### config.mk
export PLATFORM = sky130hd
export DESIGN_NAME = rr_mux4_stage
export DESIGN_NICKNAME = d
export VERILOG_FILES = /design/src/rtl/mux_pkg.sv /design/src/rtl/mux4a1wN.sv /design/src/rtl/rr_mux4_stage.sv
export SDC_FILE = /design/constraint.sdc
export NUM_CORES = 1
export LEC_CHECK = 0
export BUFFER_PORTS_ARGS = -buffer_cell sky130_fd_sc_hd__buf_4
export CAP_MARGIN = 10
export CORE_UTILIZATION = 30
export CTS_CLUSTER_DIAMETER = 150
export DETAILED_ROUTE_END_ITERATION = 10
export PLACE_DENSITY_LB_ADDON = 0.15
export REMOVE_ABC_BUFFERS = 1
export SYNTH_ARGS = -nofsm -noshare
export SYNTH_HDL_FRONTEND = slang
export SYNTH_SLANG_ARGS = --single-unit
### constraint.sdc
create_clock -name clk -period 3.6 [get_ports clk]
set_clock_uncertainty 0.2 [all_clocks]
set_input_delay 0.36 -clock clk [delete_from_list [all_inputs] [get_ports clk]]
set_output_delay 0.36 -clock clk [all_outputs]
set_load 0.01 [all_outputs]
### src/rtl/mux_pkg.sv
// rtl/mux_pkg.sv - shared types, constants and round-robin search helper for rr_mux4_stage
package mux_pkg;

  typedef logic [1:0] sel_t;

  localparam int   NUM_SRC   = 4;
  localparam sel_t RESET_PTR = 2'd3;

  typedef enum logic {
    EMPTY = 1'b0,
    FULL  = 1'b1
  } state_t;

  // Result of a round-robin search: whether any source requested, and which one won.
  typedef struct packed {
    logic found;
    sel_t idx;
  } pick_t;

  // Scan the request vector starting one past the last winner, wrapping through
  // all sources; the first requester found wins.
  function automatic pick_t rr_pick(input sel_t last, input logic [NUM_SRC-1:0] req);
    pick_t res;
    sel_t  cand;
    res.found = 1'b0;
    res.idx   = last;
    for (int k = 1; k <= NUM_SRC; k++) begin
      cand = last + sel_t'(k);
      if (req[cand] && !res.found) begin
        res.found = 1'b1;
        res.idx   = cand;
      end
    end
    return res;
  endfunction

endpackage

### src/rtl/mux4a1wN.sv
// rtl/mux4a1wN.sv - plain 4:1 N-bit combinational multiplexer
module mux4a1wN #(
  parameter int N = 4
) (
  input  logic [N-1:0] d0,
  input  logic [N-1:0] d1,
  input  logic [N-1:0] d2,
  input  logic [N-1:0] d3,
  input  logic [1:0]   sel,
  output logic [N-1:0] out
);

  // Select one of the four words by index.
  always_comb begin
    out = d0;
    case (sel)
      2'd0:    out = d0;
      2'd1:    out = d1;
      2'd2:    out = d2;
      default: out = d3;
    endcase
  end

endmodule

### src/rtl/rr_mux4_stage.sv
// rtl/rr_mux4_stage.sv - round-robin arbiter driving a 4:1 mux into a one-entry output buffer
module rr_mux4_stage
  import mux_pkg::*;
#(
  parameter int N = 4
) (
  input  logic         clk,
  input  logic         rst,
  input  logic [3:0]   in_valid,
  output logic [3:0]   in_ready,
  input  logic [N-1:0] d0,
  input  logic [N-1:0] d1,
  input  logic [N-1:0] d2,
  input  logic [N-1:0] d3,
  output logic [1:0]   sel,
  output logic [N-1:0] out_data,
  output logic [1:0]   out_src,
  output logic         out_valid,
  input  logic         out_ready
);

  state_t       state_q, state_d;
  sel_t         last_grant_q, last_grant_d;
  sel_t         sel_q, sel_d;
  logic [N-1:0] out_data_q, out_data_d;
  sel_t         out_src_q, out_src_d;

  pick_t        pick;
  logic         load_en;
  logic         xfer;
  sel_t         sel_int;
  logic [N-1:0] mux_out;

  // The buffer can take a word when empty, or when its current word leaves this cycle.
  always_comb begin
    load_en = (state_q == EMPTY) | ((state_q == FULL) & out_ready);
  end

  // Round-robin search from the last winner; a transfer happens whenever any
  // source requests while the buffer can load.
  always_comb begin
    pick = rr_pick(last_grant_q, in_valid);
    xfer = pick.found & load_en;
  end

  // Grant index steers the mux only while a transfer is happening; otherwise
  // the select rests on the previous grant (zero straight out of reset).
  always_comb begin
    sel_int = sel_q;
    if (xfer) begin
      sel_int = pick.idx;
    end
  end

  // Only the winner sees ready, and only when it is actually moving a word.
  always_comb begin
    in_ready = 4'b0000;
    if (xfer) begin
      in_ready[pick.idx] = 1'b1;
    end
  end

  mux4a1wN #(.N(N)) u_mux (
    .d0  (d0),
    .d1  (d1),
    .d2  (d2),
    .d3  (d3),
    .sel (sel_int),
    .out (mux_out)
  );

  // Buffer occupancy: load keeps or makes it FULL, consume without refill empties it.
  always_comb begin
    state_d = state_q;
    if (xfer) begin
      state_d = FULL;
    end else if ((state_q == FULL) && out_ready) begin
      state_d = EMPTY;
    end
  end

  // Datapath next state: capture the muxed word, its source and the new priority pointer.
  always_comb begin
    last_grant_d = last_grant_q;
    sel_d        = sel_q;
    out_data_d   = out_data_q;
    out_src_d    = out_src_q;
    if (xfer) begin
      last_grant_d = pick.idx;
      sel_d        = pick.idx;
      out_data_d   = mux_out;
      out_src_d    = pick.idx;
    end
  end

  // Occupancy register; reset drops any held word immediately.
  always_ff @(posedge clk or posedge rst) begin
    if (rst) begin
      state_q <= EMPTY;
    end else begin
      state_q <= state_d;
    end
  end

  // Output buffer, source tag and arbitration pointer registers.
  always_ff @(posedge clk or posedge rst) begin
    if (rst) begin
      last_grant_q <= RESET_PTR;
      sel_q        <= 2'd0;
      out_data_q   <= '0;
      out_src_q    <= 2'd0;
    end else begin
      last_grant_q <= last_grant_d;
      sel_q        <= sel_d;
      out_data_q   <= out_data_d;
      out_src_q    <= out_src_d;
    end
  end

  assign sel       = sel_int;
  assign out_data  = out_data_q;
  assign out_src   = out_src_q;
  assign out_valid = (state_q == FULL);

  // A source is never told ready unless it is requesting, and at most one at a time.
  a_ready_onehot: assert property (@(posedge clk) disable iff (rst) $onehot0(in_ready));
  a_ready_valid:  assert property (@(posedge clk) disable iff (rst) (in_ready & ~in_valid) == 4'b0000);

endmodule

==> flow_metrics.env <==
export IMPL_die_w_um=48.03
export IMPL_hold_buffers=1
export IMPL_synth_area_um2=635.6
export IMPL_critPathLaunchType="flop"
export IMPL_core_um2=1982
export IMPL_ant_nets=0
export IMPL_die_height_um=48.03
export IMPL_critPathMaxStageDelay_ns=0.63
export IMPL_first_pass_iters=4
export IMPL_overflow=0
export IMPL_ys_warn_count=0
export IMPL_reg2reg_setup_slack_ns=1.45
export IMPL_place_gp_congestion=0.6695
export IMPL_clock_latency_ns=0.26
export IMPL_power_density_nw_per_um2=517.5
export IMPL_power_total_w=0.0004928
export IMPL_start_util_pct=32.07
export IMPL_ys_flop_type="dfrtp_1"
export IMPL_crit_slowest_cell="a221oi_4"
export IMPL_cts_root_buf="clkbuf_4"
export IMPL_drt_iter0_drc=7
export IMPL_layout_cells_non_filler=128
export IMPL_diodes=0
export IMPL_ff2ff_path_depth=5
export IMPL_drv_cap=0
export IMPL_grt_total_usage_pct=14.13
export IMPL_critPathCapture="sel[0]"
export IMPL_rsz0062_at_grt="no"
export IMPL_tightest_slew_ns=0.7284
export IMPL_drive_gt1_share_pct=46.53
export IMPL_synth_common_cells="nand2_1, dfrtp_1, mux2i_1, o21a_1, o221ai_1"
export IMPL_cts_tree="yes"
export IMPL_num_rows=16
export IMPL_place_inst=123
export IMPL_worst_setup_path_end_kind="primary output"
export IMPL_finalSetupTns_ns=0
export IMPL_grt_start_max_net_pins=14
export IMPL_synthCells=63
export IMPL_crit_start="last_grant_q[0]$_DFFE_PP1N_"
export IMPL_cts_resized=0
export IMPL_seq_area_frac_synth_pct=43.70
export IMPL_ys_ff_latch=11
export IMPL_die_area_um2=2307
export IMPL_slew_violations=0
export IMPL_critical_path_arrival_ns=2.18
export IMPL_layout_min_cycle_time_ns=2.739
export IMPL_synth_area_leader_cell="dfrtp_1"
export IMPL_synth_edf_count=0
export IMPL_r2r_start="last_grant_q[0]$_DFFE_PP1N_"
export IMPL_vias=613
export IMPL_worstPathRequired_ns=3.04
export IMPL_grt_pass1_vias=472
export IMPL_synth_most_common_cell="nand2_1"
export IMPL_cts_sinks=11
export IMPL_nNetsFinal=125
export IMPL_post_route_util_pct=48.04
export IMPL_routed_wirelength_mm=1.498
export IMPL_leakage_nw=0.4782
export IMPL_drc=0
export IMPL_rr_endpoint="out_data[2]$_DFFE_PP0N_"
export IMPL_synth_area_leaders="dfrtp_1, mux2i_1, dfstp_2, nand2_1, o221ai_1"
export IMPL_synthArstFlopShare_pct=100.0
export IMPL_ys_types=23
export IMPL_place_ws_ns=1.127
export IMPL_numPortBuffers=35
export IMPL_period_share_pct=76.08
export IMPL_cp_max_fo=13
export IMPL_finalSetupViolCount=0
export IMPL_vias_per_cell=4.789
export IMPL_h_tree_depth=1
export IMPL_min_path_type="in -> reg"
export IMPL_wl_per_cell_um=11.70
export IMPL_status="completed"
export IMPL_cts_made_buffers=3
export IMPL_avgSynthCellArea_um2=10.09
export IMPL_criticalPathCategory="reg -> out"
export IMPL_antenna_found_initial=0
export IMPL_clockBufferDepth=2
export IMPL_grt_pass1_wl_mm=2.152
export IMPL_areaGrowthSynthToFinish_pct=49.80
export IMPL_post_dp_hpwl_mm=1.150
export IMPL_post_cts_setup_buffers=0
export IMPL_io_pins=36
export IMPL_finalWorstSetupSlack_ns=0.8611
export IMPL_path_clk_slew_ns=0.07
export IMPL_finalHoldViolations=0
export IMPL_synth_top_area_share_pct=35.43
export IMPL_slew_headroom_pct=51.44
export IMPL_irDropWorstVdd_uv=335.0
export IMPL_crit_chain="or2b_2, o21ai_2, a221oi_4, nand2_1, o21a_1, buf_4"
export IMPL_max_freq_mhz=365.1
==> logic make-up (layout without fill, tap and decap cells) <==
| logic type | Yosys count | count (layout) | synth area share [%] |
|---|---|---|---|
| AO/OA/AOI/OAI | 15 | 15 | 21.06 |
| buffers and inverters | 5 | 43 | 4.330 |
| multiplexers | 8 | 8 | 12.60 |
| AND/OR/NAND/NOR | 24 | 24 | 18.31 |
| flip-flops | 11 | 11 | 43.70 |
==> registers in the layout, summed over array words and instances, names as in the netlist <==
register      cells
last_grant_q      2
out_data          4
out_src           2
out_valid         1
sel_q             2
==> cell type report <==
class                      count  area [um^2]
tap                           27        33.78
timing repair buffer          36        272.8
inverter                       3        11.26
clock buffer                   4        26.28
multi-input combinational     47        330.3
fill                         191         1030
sequential                    11        277.8
==> layout by cell type, fill, tap and decap left out <==
cell,synthesis,layout
a21o_1,1,1
a21oi_1,1,1
a21oi_2,1,1
a221oi_4,1,1
and3_2,1,1
buf_4,0,35
clkbuf_1,0,1
clkbuf_4,0,3
dfrtp_1,9,9
dfstp_2,2,2
dlygate4sd3_1,0,1
inv_1,3,3
mux2i_1,8,8
nand2_1,14,14
nand2b_1,2,2
nand2b_2,1,1
nor2_1,3,3
nor2b_2,1,1
nor4_1,1,1
o211ai_1,1,1
o21a_1,4,4
o21ai_1,1,1
o21ai_2,1,1
o221ai_1,4,4
or2b_2,1,1
==> how the worst min path moves through the flow <==
stage	start	endpoint	slack, ns	depth (start not counted)
after CTS	out_ready	out_valid$_DFFE_PP0P_	0.15	4
final	out_ready	out_valid$_DFFE_PP0P_	0.16	4
after floorplan	rst	out_data[0]$_DFFE_PP0N_	0.01	1
after global routing	in_valid[1]	out_valid$_DFFE_PP0P_	0.17	3
after detailed placement	rst	out_src[1]$_DFFE_PP0N_	0.19	2
after global placement	rst	out_src[1]$_DFFE_PP0N_	0.18	2
==> where the power goes <==
group,switching [W],internal [W]
combinational,0.000102,0.000118
clock,0.0000413,0.0000428
sequential,0.0000251,0.000163
==> stage by stage <==
step | cell area (um^2) | hold WS (ns)
2_1_floorplan | 619.3 | 0.01101
3_3_place_gp | 915.9 | 0.1833
3_5_place_dp | 915.9 | 0.1926
4_1_cts | 952.2 | 0.1491
5_1_grt | 952.2 | 0.1661
6_report | 952.2 | 0.1551
==> critical path, delay by kind of cell (launching register included) <==
| family | cells | cell delay (ns) |
|---|---|---|
| DFF | 1 | 0.58 |
| and+or+nand+nor | 2 | 0.35 |
| buffers and inverters | 1 | 0.14 |
| AOI/OAI and AO/OA | 3 | 0.85 |
==> routing by layer <==
metal	track usage, %	wire length [um]
met5	0	0
met1	21.48	683
met3	2.264	96
met4	8.333	14
met2	18.38	704
Note: power is estimated with default switching activity, not from simulation.
